### src/rtl/conv_phase_center_table.sv
// Per-channel phase-center table: register-word load/clear commands fill the RAM, and streaming phase is centred in 2 cycles.
// Optional build macro PHASE_CENTER_SAT_EN selects a saturating difference instead of the modulo (circular) wrap.
module conv_phase_center_table #(
  parameter int CH_W    = 8,
  parameter int PHASE_W = 16
) (
  input  logic                      user_clk,
  input  logic                      user_rst_n,
  input  logic [31:0]               load_centers_reg,
  input  logic                      phase_in_valid,
  input  logic signed [PHASE_W-1:0] phase_in,
  input  logic [CH_W-1:0]           phase_in_ch,
  output logic                      phase_out_valid,
  output logic signed [PHASE_W-1:0] phase_out,
  output logic [CH_W-1:0]           phase_out_ch,
  output logic                      busy,
  output logic                      load_err,
  output logic [15:0]               load_count
);
  localparam int DEPTH = 2**CH_W;

  typedef enum logic {IDLE, CLEAR} state_t;

  state_t              state, state_nxt;
  logic [CH_W-1:0]     addr, addr_nxt;
  logic                load_prev, clr_prev;
  logic                load_edge, clr_edge;
  logic                ram_we, err_set, cnt_inc;
  logic [CH_W-1:0]     ram_waddr;
  logic [PHASE_W-1:0]  ram_wdata;
  logic [PHASE_W-1:0]  ram [DEPTH];
  logic                unused_reg;

  logic                       vld_p1;
  logic signed [PHASE_W-1:0]  phase_p1, center_p1;
  logic [CH_W-1:0]            ch_p1;

  function automatic logic signed [PHASE_W-1:0] center_sub(
    input logic signed [PHASE_W-1:0] a,
    input logic signed [PHASE_W-1:0] b
  );
`ifdef PHASE_CENTER_SAT_EN
    logic [PHASE_W:0] d;
    d = {a[PHASE_W-1], a} - {b[PHASE_W-1], b};
    // Sign bit disagreeing with the top magnitude bit means the true difference left the PHASE_W range
    if (d[PHASE_W] != d[PHASE_W-1])
      return d[PHASE_W] ? {1'b1, {(PHASE_W-1){1'b0}}} : {1'b0, {(PHASE_W-1){1'b1}}};
    return d[PHASE_W-1:0];
`else
    return a - b;
`endif
  endfunction

  assign load_edge  = load_centers_reg[31] & ~load_prev;
  assign clr_edge   = load_centers_reg[30] & ~clr_prev;
  assign busy       = (state == CLEAR);
  assign unused_reg = ^load_centers_reg;

  always_comb begin
    state_nxt = state;
    addr_nxt  = addr;
    ram_we    = 1'b0;
    ram_waddr = load_centers_reg[16 +: CH_W];
    ram_wdata = load_centers_reg[PHASE_W-1:0];
    err_set   = 1'b0;
    cnt_inc   = 1'b0;
    case (state)
      IDLE: begin
        if (clr_edge) begin
          state_nxt = CLEAR;
          addr_nxt  = '0;
          err_set   = load_edge;
        end else if (load_edge) begin
          ram_we  = 1'b1;
          cnt_inc = 1'b1;
        end
      end
      CLEAR: begin
        ram_we    = 1'b1;
        ram_waddr = addr;
        ram_wdata = '0;
        addr_nxt  = addr + CH_W'(1);
        err_set   = load_edge | clr_edge;
        if (addr == {CH_W{1'b1}}) state_nxt = IDLE;
      end
      default: state_nxt = IDLE;
    endcase
  end

  // Edge registers reset high so a strobe held through reset is not a command
  always_ff @(posedge user_clk or negedge user_rst_n) begin
    if (!user_rst_n) begin
      state      <= IDLE;
      addr       <= '0;
      load_prev  <= 1'b1;
      clr_prev   <= 1'b1;
      load_err   <= 1'b0;
      load_count <= '0;
    end else begin
      state     <= state_nxt;
      addr      <= addr_nxt;
      load_prev <= load_centers_reg[31];
      clr_prev  <= load_centers_reg[30];
      if (err_set) load_err <= 1'b1;
      if (cnt_inc) load_count <= load_count + 16'd1;
    end
  end

  // Stage p1: table read (read-first against a same-cycle write) and sample capture
  always_ff @(posedge user_clk) begin
    if (ram_we) ram[ram_waddr] <= ram_wdata;
    center_p1 <= ram[phase_in_ch];
    phase_p1  <= phase_in;
    ch_p1     <= phase_in_ch;
  end

  // Stage p2: centred difference to the outputs, held while no sample is valid
  always_ff @(posedge user_clk or negedge user_rst_n) begin
    if (!user_rst_n) begin
      vld_p1          <= 1'b0;
      phase_out_valid <= 1'b0;
      phase_out       <= '0;
      phase_out_ch    <= '0;
    end else begin
      vld_p1          <= phase_in_valid;
      phase_out_valid <= vld_p1;
      if (vld_p1) begin
        phase_out    <= center_sub(phase_p1, center_p1);
        phase_out_ch <= ch_p1;
      end
    end
  end
endmodule
### config.mk
export PLATFORM = sky130hd
export DESIGN_NAME = conv_phase_center_table
export DESIGN_NICKNAME = d
export VERILOG_FILES = /design/src/rtl/conv_phase_center_table.sv
export SDC_FILE = /design/constraint.sdc
export NUM_CORES = 2
export LEC_CHECK = 0
export ABC_AREA = 0
export BUFFER_PORTS_ARGS = -buffer_cell sky130_fd_sc_hd__buf_2
export CORE_MARGIN = 4
export CORE_UTILIZATION = 30
export CTS_BUF_LIST = sky130_fd_sc_hd__clkbuf_8
export CTS_CLUSTER_DIAMETER = 200
export DETAILED_ROUTE_END_ITERATION = 10
export PLACE_DENSITY_LB_ADDON = 0.25
export RECOVER_POWER = 100
export SLEW_MARGIN = 20
export SYNTH_ARGS = -nofsm -noshare
export SYNTH_HDL_FRONTEND = slang
export SYNTH_SLANG_ARGS = --single-unit
### constraint.sdc
create_clock -name user_clk -period 8.73 [get_ports user_clk]
set_clock_uncertainty 0.2 [all_clocks]
set_input_delay 0 -clock user_clk [delete_from_list [all_inputs] [get_ports user_clk]]
set_output_delay 0 -clock user_clk [all_outputs]
set_load 0.02 [all_outputs]
==> results_dict.tcl <==
set metrics [dict create \
    multi_input_area_um2 34100 \
    status "finished with violations" \
    crit_path_top_delay_cell "clkbuf_1" \
    yosysWarnings 0 \
    synth_top_family_by_area "multiplexers" \
    crit_type "in2reg" \
    grt_pass1_wl_um 638000 \
    async_flop_share_pct 1.29 \
    grt_max_degree 202 \
    synthFlopType "edfxtp_1" \
    drv_slew 3514 \
    viasPerCell 4.99 \
    nNetsFinal 8244 \
    fin_crit_sh_pct 78.7 \
    yosys.cell_count.top_type "edfxtp_1" \
    die_y_um 741 \
    tightest_slew_ps 4270 \
    dpl.hpwl_um 266000 \
    finalSetupViolCount 0 \
    hold_path.class "in2reg" \
    cp.required_ps 9640 \
    synth_simple_gate_area_share_pct 2.09 \
    end_kind "flip-flop" \
    dr_wl_met2_um 223000 \
    numPortBuffers 95 \
    violations "max-capacitance violations, max-slew violations" \
    crit_fanout 34 \
    synth_edf_count 4096 \
    clock_path_buffers 4 \
    path_clk_slew_ps 60 \
    critPathArrivalTime_ps 7780 \
    numCtsBuffers 690 \
    track_usage_pct 16.2 \
    setup_tns_ps 0 \
    synth_compound_area_share_pct 2.22 \
    htreeDepth 6 \
    syn_to_final_growth_pct 14.7 \
    ys_types 66 \
    ys_top_cells_by_area "edfxtp_1 76%, mux4_2 14%, mux2i_1 2.0%" \
    synthCells 7333 \
    maxCapViolations 161 \
    cts_setup_buffers 0 \
    ys_ff_latch 4190 \
    fmax_ghz 0.146 \
    cts-root-buf "clkbuf_8" \
    ctsHoldBuffers 128 \
    hold_viol 0 \
    irDropWorstVdd_mv 0.146 \
    synth_area_per_cell_um2 22.0 \
    cp-start-kind "input pin" \
    rsz0062_at_grt "false" \
    synth_fa_ha_area_share_pct 0.144 \
    core_area_um2 536000 \
    critPathBufInv 5 \
    rrSetupSlack_ps 2330 \
    yosysTopAreaCell "edfxtp_1" \
    start_util_pct 30.1 \
    wl_met3_um 31700 \
    power_density_nw_per_um2 228 \
    drt_wl_total_um 461000 \
    post_drt_wl_per_cell_um 29.0 \
    maxSlewHeadroom_pct -185 \
    post_cts_resized 0 \
    top_layer "met5" \
    antenna_left 0 \
    regArea_um2 125000 \
    crit_chain "dlygate4sd3_1 -> dlygate4sd3_1 -> clkbuf_1 -> nor2b_1 -> nand3_1 -> buf_4 -> nor3_1 -> clkbuf_1 -> a2111oi_0 -> nand3_1 -> nor3_1" \
    grt_overflow 0 \
    synthXorXnorAreaFrac_pct 0.136 \
    max_stage_delay_ps 2840 \
    n_fill_cell 50276 \
    drive_gt1_share_pct 25.5 \
    die_x_um 741 \
    finalPower_mw 42.3 \
    first_global_vias 81890 \
    synth_fp_nets 7410 \
    drt_iter0_drc 7946 \
    yosysSeqAreaShare_pct 77.5 \
    rows 269 \
    synth_top_area_share_pct 76.2 \
    crit_family "buffers and inverters" \
    vias 79429 \
    wl_met1_um 193000 \
    period_needed_ps 6870 \
    syn_area_um2 161000 \
    synth_common_cells "4096 x edfxtp_1, 991 x mux4_2, 328 x mux2i_1" \
    synthMuxAreaShare_pct 16.3 \
    leakagePower_nw 59.4 \
    fp.dieArea_um2 550000 \
    clock_latency_ps 1270 \
    cts_sinks 4190 \
    antenna_found_initial 39 \
    pin_count 102 \
    post-route-drc-count 0 \
    drtPass1Iterations 6 \
    place_congestion 0.807 \
    cts_tree "yes" \
]
[layout make-up]
type	count	area share, %
sequential	4190	67.6
multi-input combinational	2703	18.4
clock buffer	709	5.27
tap	7181	4.85
timing repair buffer	551	2.18
clock inverter	543	1.57
inverter	31	0.0656
antenna	16	0.0216
[flip-flops by register name (all words and copies together) (netlist names)]
register	count
phase_out	16
phase_out_ch	8
vld_p1	1
clr_prev	1
center_p1	16
phase_out_valid	1
busy	1
ch_p1	8
load_count	16
phase_p1	16
load_err	1
load_prev	1
ram	4096
addr	8
[worst min-delay path, cell delays in order]
cell and delay [ps]:
dlygate4sd3_1 590, buf_12 240, dlygate4sd3_1 670
[placed cells by master, fill, tap and decap left out, types with 28 or more instances in the layout]
master / synthesis / routed
a211oi_1: 41 / 38
clkinv_2: 0 / 56
dlygate4sd3_1: 0 / 128
clkbuf_1: 151 / 197
dfxtp_1: 40 / 40
clkbuf_8: 0 / 709
nand2_1: 264 / 264
nor2_1: 324 / 281
buf_4: 45 / 140
o22ai_1: 136 / 136
a221oi_1: 36 / 35
nor2b_1: 38 / 33
inv_1: 30 / 279
nor2_2: 0 / 36
mux4_2: 991 / 991
a2111oi_0: 46 / 31
edfxtp_1: 4096 / 4096
buf_2: 95 / 43
clkinv_1: 0 / 170
buf_12: 5 / 32
a21oi_1: 50 / 50
mux2i_1: 328 / 328
o221ai_1: 28 / 28
dfrtp_1: 52 / 50
o211ai_1: 29 / 29
nand3_1: 44 / 29
mux2_2: 61 / 61
[metrics by stage]
step / hold slack (ps) / cell area [µm²] / util, % / std cells / setup slack [ps]
2_1_floorplan: -496 / 161000 / - / 7333 / -407
6_report: 187 / 185000 / 34.5 / 15924 / 1860
5_1_grt: 120 / 185000 / 34.5 / 15916 / 1940
4_1_cts: 5.32 / 186000 / 34.7 / 15904 / 3960
3_5_place_dp: -372 / 172000 / 32.1 / 14524 / 3870
3_3_place_gp: -379 / 172000 / 32.1 / 14524 / 3130
[layer usage]
metal,up-vias,track usage (%)
met3,726,3.11
li1,32667,-
met2,2830,26.8
met5,-,0
met4,12,4.50
met1,43194,21.9
[worst paths after layout]
path                                   from  depth (start not counted)                           to
max                          phase_in_ch[3]                         11         center_p1[8]$_DFF_P_
min                          phase_in_ch[0]                          3             ch_p1[0]$_DFF_P_
max reg2reg                  busy$_DFF_PN0_                          5        ram[28][12]$_DFFE_PP_
min reg2reg                ch_p1[5]$_DFF_P_                          1  phase_out_ch[5]$_DFFE_PN0P_
max in group asynchronous        user_rst_n                          6               busy$_DFF_PN0_
min in group asynchronous        user_rst_n                          5     phase_out[7]$_DFFE_PN0P_
[power by group]
| group | internal, mW | leakage (nW) | switching [mW] | total [mW] |
|---|---|---|---|---|
| registers | 22.6 | 38.9 | 0.180 | 22.8 |
| clock network | 8.07 | 7.41 | 7.97 | 16.0 |
| logic | 1.03 | 13.0 | 2.44 | 3.48 |
[cell families (layout without fill, tap and decap cells)]
kind of cell               count (synthesis)  after routing
AOI/OAI and AO/OA                        497            497
xor gates and xnor gates                  25             25
adders and majority gates                 18             18
buffers and inverters                    440           1834
DFF                                     4190           4190
muxes                                   1380           1380
other                                      0             16
and+or+nand+nor                          783            783
No activity file was read; power rests on OpenSTA's default activity.
